`config.mk`:
```
export PLATFORM = sky130hd
export DESIGN_NAME = tpram_stream_fifo
export DESIGN_NICKNAME = d
export VERILOG_FILES = /design/src/rtl/tpram_fifo_pkg.sv /design/src/rtl/tpram_fifo_outbuf.sv /design/src/rtl/tpram_stream_fifo.sv
export SDC_FILE = /design/constraint.sdc
export NUM_CORES = 1
export LEC_CHECK = 0
export BUFFER_PORTS_ARGS = -buffer_cell sky130_fd_sc_hd__buf_2
export CORE_AREA = 5 5 235 237
export DETAILED_ROUTE_END_ITERATION = 7
export DIE_AREA = 0 0 240 242
export GPL_TIMING_DRIVEN = 0
export PLACE_DENSITY = 0.62
export SETUP_SLACK_MARGIN = 0.5
export SLEW_MARGIN = 20
export SYNTH_ARGS = -nofsm -noshare
export SYNTH_HDL_FRONTEND = slang
export SYNTH_HIERARCHICAL = 1
export SYNTH_SLANG_ARGS = --single-unit
```
`constraint.sdc`:
```
create_clock -name clk -period 7.4 [get_ports clk]
set_clock_uncertainty 0.15 [all_clocks]
set_input_delay 0.37 -clock clk [delete_from_list [all_inputs] [get_ports clk]]
set_output_delay 0.37 -clock clk [all_outputs]
set_load 0.02 [all_outputs]
```
`src/rtl/tpram_fifo_pkg.sv`:
```
// -----------------------------------------------------------------------------
// tpram_fifo_pkg
// Shared constants for the two-port-RAM streaming FIFO.
//   DW    : beat width, equal to the RAM word width
//   AW    : RAM address width
//   DEPTH : RAM entries (2**AW)
//   CW    : width of the occupancy count (0..DEPTH+2)
// -----------------------------------------------------------------------------
package tpram_fifo_pkg;

    localparam int DW    = 144;
    localparam int AW    = 6;
    localparam int DEPTH = 64;
    localparam int CW    = AW + 2;

endpackage : tpram_fifo_pkg

```
`src/rtl/tpram_fifo_outbuf.sv`:
```
// -----------------------------------------------------------------------------
// tpram_fifo_outbuf
// Two-entry output buffer with a registered head. Absorbs the RAM read latency
// so the consumer sees a plain valid/ready stream. Push and pop may happen in
// the same cycle at any occupancy; the caller never pushes into a full buffer
// without popping in that cycle.
// Ports:
//   clk, rst_n  : clock, asynchronous active-low reset
//   clr         : synchronous flush, empties the buffer
//   push        : load push_data this cycle
//   push_data   : beat to store
//   pop         : consumer takes the head this cycle
//   head_data   : registered head beat
//   ob_cnt      : number of beats held (0..2)
// -----------------------------------------------------------------------------
module tpram_fifo_outbuf #(
    parameter int DW = tpram_fifo_pkg::DW
) (
    input  logic          clk,
    input  logic          rst_n,
    input  logic          clr,
    input  logic          push,
    input  logic [DW-1:0] push_data,
    input  logic          pop,
    output logic [DW-1:0] head_data,
    output logic [1:0]    ob_cnt
);

    import tpram_fifo_pkg::*;

    logic [DW-1:0] head_r;
    logic [DW-1:0] tail_r;
    logic [1:0]    cnt_r;

    logic [DW-1:0] head_nxt_s;
    logic [DW-1:0] tail_nxt_s;
    logic [1:0]    cnt_nxt_s;

    // Next-state of the two slots and the occupancy.
    always_comb begin
        head_nxt_s = head_r;
        tail_nxt_s = tail_r;
        cnt_nxt_s  = cnt_r;
        if (clr) begin
            head_nxt_s = {DW{1'b0}};
            cnt_nxt_s  = 2'd0;
        end else begin
            case (cnt_r)
                2'd0: begin
                    if (push) begin
                        head_nxt_s = push_data;
                        cnt_nxt_s  = 2'd1;
                    end else begin
                        cnt_nxt_s = 2'd0;
                    end
                end
                2'd1: begin
                    if (push && pop) begin
                        // head leaves, new beat becomes head directly
                        head_nxt_s = push_data;
                    end else if (push) begin
                        tail_nxt_s = push_data;
                        cnt_nxt_s  = 2'd2;
                    end else if (pop) begin
                        cnt_nxt_s = 2'd0;
                    end else begin
                        cnt_nxt_s = 2'd1;
                    end
                end
                2'd2: begin
                    if (pop) begin
                        head_nxt_s = tail_r;
                        if (push) begin
                            tail_nxt_s = push_data;
                        end else begin
                            cnt_nxt_s = 2'd1;
                        end
                    end else begin
                        cnt_nxt_s = 2'd2;
                    end
                end
                default: begin
                    cnt_nxt_s = 2'd0;
                end
            endcase
        end
    end

    // Slot and occupancy registers.
    always_ff @(posedge clk or negedge rst_n) begin
        if (!rst_n) begin
            head_r <= {DW{1'b0}};
            tail_r <= {DW{1'b0}};
            cnt_r  <= 2'd0;
        end else begin
            head_r <= head_nxt_s;
            tail_r <= tail_nxt_s;
            cnt_r  <= cnt_nxt_s;
        end
    end

    assign head_data = head_r;
    assign ob_cnt    = cnt_r;

endmodule : tpram_fifo_outbuf

```
`src/rtl/tpram_stream_fifo.sv`:
```
// -----------------------------------------------------------------------------
// tpram_stream_fifo
// Valid/ready streaming FIFO built around an external two-port RAM macro
// (DEPTH x DW, both RAM clocks tied to clk). The write port is driven
// combinationally from the producer handshake; reads are issued ahead so the
// one-cycle RAM read latency is hidden by a two-entry output buffer.
// Optional build macro TPRAM_STREAM_FIFO_BYPASS_EN: when the RAM and the read
// pipeline are empty, an accepted beat goes straight into the output buffer
// (visible the cycle after the handshake) and the RAM is not written.
// Ports:
//   clk, rst_n           : clock, asynchronous active-low reset
//   clr                  : synchronous flush
//   wr_valid/ready/data  : producer side
//   rd_valid/ready/data  : consumer side (rd_data registered)
//   count                : beats held in RAM + read in flight + output buffer
//   ram_wceb/waddr/wdata : RAM write port (enable active-low)
//   ram_rceb/raddr       : RAM read port (enable active-low)
//   ram_rdata            : RAM read data, valid the cycle after a read issue
// -----------------------------------------------------------------------------
module tpram_stream_fifo #(
    parameter int DW    = tpram_fifo_pkg::DW,
    parameter int AW    = tpram_fifo_pkg::AW,
    parameter int DEPTH = tpram_fifo_pkg::DEPTH
) (
    input  logic          clk,
    input  logic          rst_n,
    input  logic          clr,
    input  logic          wr_valid,
    output logic          wr_ready,
    input  logic [DW-1:0] wr_data,
    output logic          rd_valid,
    input  logic          rd_ready,
    output logic [DW-1:0] rd_data,
    output logic [AW+1:0] count,
    output logic          ram_wceb,
    output logic [AW-1:0] ram_waddr,
    output logic [DW-1:0] ram_wdata,
    output logic          ram_rceb,
    output logic [AW-1:0] ram_raddr,
    input  logic [DW-1:0] ram_rdata
);

    import tpram_fifo_pkg::*;

    localparam int          CNT_W    = AW + 2;
    localparam logic [AW:0] DEPTH_V  = (AW+1)'(DEPTH);
    localparam logic [AW:0] PTR_ZERO = {(AW+1){1'b0}};
    localparam logic [AW:0] PTR_ONE  = (AW+1)'(1);

    // Pointers carry one extra wrap bit so full and empty are distinguishable.
    logic [AW:0]      wptr_r;
    logic [AW:0]      rptr_r;
    logic             inflight_r;
    logic [CNT_W-1:0] count_r;

    logic [AW:0]      ram_cnt_s;
    logic             full_s;
    logic             ram_empty_s;
    logic             wr_ready_s;
    logic             wr_fire_s;
    logic             wr_ram_s;
    logic             byp_s;
    logic             pop_s;
    logic [2:0]       occ_s;
    logic             issue_s;
    logic             rd_valid_s;
    logic [1:0]       ob_cnt_s;
    logic             ob_push_s;
    logic [DW-1:0]    ob_push_data_s;
    logic [DW-1:0]    ob_head_s;

    // Handshake, read-issue and bypass decisions for the current cycle.
    always_comb begin
        ram_cnt_s   = wptr_r - rptr_r;
        full_s      = (ram_cnt_s == DEPTH_V);
        ram_empty_s = (ram_cnt_s == PTR_ZERO);
        // A read issued this cycle gives no credit to the writer: full stays full.
        wr_ready_s  = !full_s && !clr;
        wr_fire_s   = wr_valid && wr_ready_s;
        pop_s       = rd_valid_s && rd_ready;
        // Output-buffer occupancy after this cycle, counting the read in flight.
        occ_s       = {1'b0, ob_cnt_s} + {2'b00, inflight_r} - {2'b00, pop_s};
        // ram_cnt ignores this cycle's write, so a fresh entry is never read
        // in the same cycle it is written.
        issue_s     = !ram_empty_s && !clr && (occ_s < 3'd2);
`ifdef TPRAM_STREAM_FIFO_BYPASS_EN
        // Only safe when nothing older sits in the RAM or the read pipeline.
        byp_s       = wr_fire_s && ram_empty_s && !inflight_r &&
                      ((ob_cnt_s != 2'd2) || pop_s);
`else
        byp_s       = 1'b0;
`endif
        wr_ram_s    = wr_fire_s && !byp_s;
        // Capture and bypass are exclusive: bypass requires no read in flight.
        ob_push_s   = (inflight_r || byp_s) && !clr;
        if (inflight_r) begin
            ob_push_data_s = ram_rdata;
        end else begin
            ob_push_data_s = wr_data;
        end
    end

    // Pointer, in-flight flag and occupancy registers.
    always_ff @(posedge clk or negedge rst_n) begin
        if (!rst_n) begin
            wptr_r     <= PTR_ZERO;
            rptr_r     <= PTR_ZERO;
            inflight_r <= 1'b0;
            count_r    <= {CNT_W{1'b0}};
        end else if (clr) begin
            wptr_r     <= PTR_ZERO;
            rptr_r     <= PTR_ZERO;
            inflight_r <= 1'b0;
            count_r    <= {CNT_W{1'b0}};
        end else begin
            if (wr_ram_s) begin
                wptr_r <= wptr_r + PTR_ONE;
            end
            if (issue_s) begin
                rptr_r <= rptr_r + PTR_ONE;
            end
            inflight_r <= issue_s;
            // Beats only move between RAM, pipeline and buffer internally, so
            // the total changes by accepted writes minus pops.
            count_r    <= count_r + {{(CNT_W-1){1'b0}}, wr_fire_s}
                                  - {{(CNT_W-1){1'b0}}, pop_s};
        end
    end

    tpram_fifo_outbuf #(
        .DW (DW)
    ) u_outbuf (
        .clk       (clk),
        .rst_n     (rst_n),
        .clr       (clr),
        .push      (ob_push_s),
        .push_data (ob_push_data_s),
        .pop       (pop_s),
        .head_data (ob_head_s),
        .ob_cnt    (ob_cnt_s)
    );

    assign rd_valid_s = (ob_cnt_s != 2'd0);

    assign wr_ready  = wr_ready_s;
    assign rd_valid  = rd_valid_s;
    assign rd_data   = ob_head_s;
    assign count     = count_r;
    assign ram_wceb  = !wr_ram_s;
    assign ram_waddr = wptr_r[AW-1:0];
    assign ram_wdata = wr_data;
    assign ram_rceb  = !issue_s;
    assign ram_raddr = rptr_r[AW-1:0];

endmodule : tpram_stream_fifo

```
==> results.toml <==
[floorplan]
die_area_mm2 = 0.05808
num_rows = 85
pin_count = 605
chipWidth_um = 240
fp.dieH_um = 242
core-area_mm2 = 0.05307
initial_core_util = 0.3324

[detailed_routing]
vias = 13942
routedWlPerCell_um = 20.34
drcViolationCount = 0
drtAntennaViolNets = 0
firstDrtPassIters = 5
drtIter0Drc = 566
totalWireLength_mm = 57.82
vias_per_cell = 4.906

[yosys]
syn-instance-count = 1477
synth_top_area_share = 0.4440
synth_area_leaders = "dfrtp_1 (44%), mux2_2 (18%), mux2i_1 (8.4%)"
yosysWarnings = 6
ys_seq_elements = 313
synth_fp_nets = 1795
yosys.area.top_type = "dfrtp_1"
syn-mean-instance-area_um2 = 11.94
synth_edf_count = 0
yosysSeqAreaShare = 0.4440
syn_area_mm2 = 0.01764
ys_types = 57
ys.flop_type = "dfrtp_1"
async_reset_ff_frac = 1.000

[global_route]
use_met1 = 0.2283
top_usage_layer = "met2"
use_met2 = 0.3454
antenna_found_initial = 2
grt_max_degree = 94
grt_usage = 0.1910
met3_usage = 0.04326
grt_pass1_wl_mm = 87.49
grt_pass1_vias = 14782
grt.overflow.total = 0

[final_layout]
fill_cells = 5094
multi_input_area_mm2 = 0.007985
nets = 2442
final-seq-area_mm2 = 0.007833
fin_area_mm2 = 0.02279
final_util = 0.4294
instances_no_fill = 2842
syn_to_final_growth_pct = 29.16
diodes = 0
layout-drive-gt1-share = 0.5671

[timing]
max_slew_margin = 0.3715
clock.fmax_mhz = 223.6
setup-tns-final_ns = 0
whs_ns = 0.06544
hold_viol_final = 0
slew_viol_final = 0
setup-violations-final = 0
min_period_ns = 4.473
fin_crit_sh = 0.6044
setup_ws_ns = 2.927
worstMarginPinSlew_ns = 0.9428
rsz0062_at_grt = "no"

[place]
routabilityCongestion = 0.9320
dp_hpwl_mm = 45.14
pre_cts_ws_ns = 2.942
port_buffers = 604
dpl.cell_count = 2780
place_area_mm2 = 0.02163

[power_and_ir_drop]
p_per_area_mw_per_mm2 = 337.6
power.total_mw = 7.692
leakagePower_nw = 10.85
max-vdd-ir-drop_mv = 0.1608

[flow_run]
drv_cap = 0

[min_path]
hold_start = "wr_valid"
whs_path_depth = 4
holdCritPathClass = "primary input to flip-flop"
holdPathEnd = "wptr_r[3]"

[cts]
root_buffer = "clkbuf_16"
post-cts-setup-buffers = 0
cts_buffers = 37
htreeDepth = 2
cts_buffer_depth = 3
cts_hold_buf = 1
cts_tree = "yes"
cts_sinks = 313
clk_latency_ns = 0.54
cts_resized = 0
cts.clk_slew.worst_paths_ns = 0.06

[worst_setup_path]
r2r-end = "count[7]"
critPathRequiredTime_ns = 7.63
worstSetupPathType = "flip-flop to flip-flop"
rr_startpoint = "rptr_r[2]"
regToRegSetupSlack_ns = 2.93
critical_path_arrival_ns = 4.71
end_kind = "flip-flop"
cp_max_fo = 10
ff2ff_path_depth = 17
startpoint = "rptr_r[2]"
setup.worst_path.start_class = "flip-flop"

[status]
status = "finished clean"
==> sequential cells by signal, summed over array words and instances (netlist names) <==
signal	count
count	8
inflight_r	1
rptr_r	7
u_outbuf/head_data	144
u_outbuf/ob_cnt	2
u_outbuf/tail_r	144
wptr_r	7
==> final cells by class <==
cell class                 instances  area share
tap                              696     0.03822
timing repair buffer             608      0.1372
multi-input combinational        868      0.3504
buffer                           272     0.07621
clock buffer                      54     0.04750
clock inverter                     7    0.002800
inverter                          24    0.003953
sequential                       313      0.3437
==> per-layer routing <==
metal  wire [um]  vias up
li1            -     6527
met1       22980     6900
met2       29510      446
met3        4066       67
met4        1243        2
met5          16        -
==> kinds of logic after synthesis <==
| logic type | share of synthesized area |
|---|---|
| compound gates | 0.09872 |
| xor+xnor | 0.005461 |
| fa+ha+maj | 0.01858 |
| buf+inv | 0.1034 |
| flops | 0.4440 |
| mux | 0.2693 |
| simple gates | 0.06057 |
==> how the worst max path moves through the flow <==
stage                             endpoint  slack [ns]
floorplan                         count[7]        3.26
CTS                               ram_rceb        2.87
finish                            count[7]        2.93
global route                      count[7]        2.57
detailed placement  u_outbuf/head_data[38]        2.94
global placement      u_outbuf/tail_r[105]       -0.26
==> Yosys cell counts, drive strengths merged, types with 2 or more instances <==
master / instances
nor3: 149
mux2: 290
inv: 24
nand4: 2
dfrtp: 313
xnor2: 6
nand2b: 3
fa: 2
buf: 196
o31ai: 4
or4: 3
o311ai: 3
or2: 4
nor2b: 4
nor2: 14
a211oi: 145
o41ai: 3
or3: 3
nand2: 5
ha: 23
o21ai: 4
a21o: 5
nand3: 13
xor2: 5
mux2i: 148
clkbuf: 76
a31oi: 2
a21oi: 12
o21bai: 2
==> where the power goes <==
group	internal, mW	switching (mW)
clock network	1.04	0.716
registers	2.32	0.346
logic	1.46	1.80
==> worst max-delay path, cell delays in order (launching register included) <==
cell,delay [ns]
dfrtp_1,0.45
inv_1,0.09
ha_1,0.33
a21o_1,0.23
o2111ai_4,0.23
a21oi_1,0.13
o41ai_2,0.46
buf_6,0.20
nand2b_1,0.14
ha_1,0.16
inv_1,0.06
ha_1,0.26
a21o_1,0.17
a21oi_1,0.23
o21bai_1,0.13
a2111oi_0,0.57
o21ai_0,0.17
nor3b_1,0.16
==> placed cells by master (no fill, tap or decap), types with 6 or more instances in the layout <==
cell | synthesis | final
buf_6 | 9 | 9
a21oi_1 | 11 | 11
ha_1 | 23 | 23
a211oi_1 | 84 | 84
mux2i_1 | 148 | 148
nor2_1 | 13 | 13
buf_4 | 165 | 165
a211oi_2 | 60 | 60
buf_2 | 21 | 624
nand3_1 | 13 | 13
dfrtp_1 | 313 | 313
xnor2_1 | 6 | 6
mux2_2 | 288 | 288
inv_1 | 24 | 24
clkbuf_16 | 0 | 39
clkbuf_1 | 76 | 84
nor3_1 | 149 | 149
(Power assumes the default switching activity.)
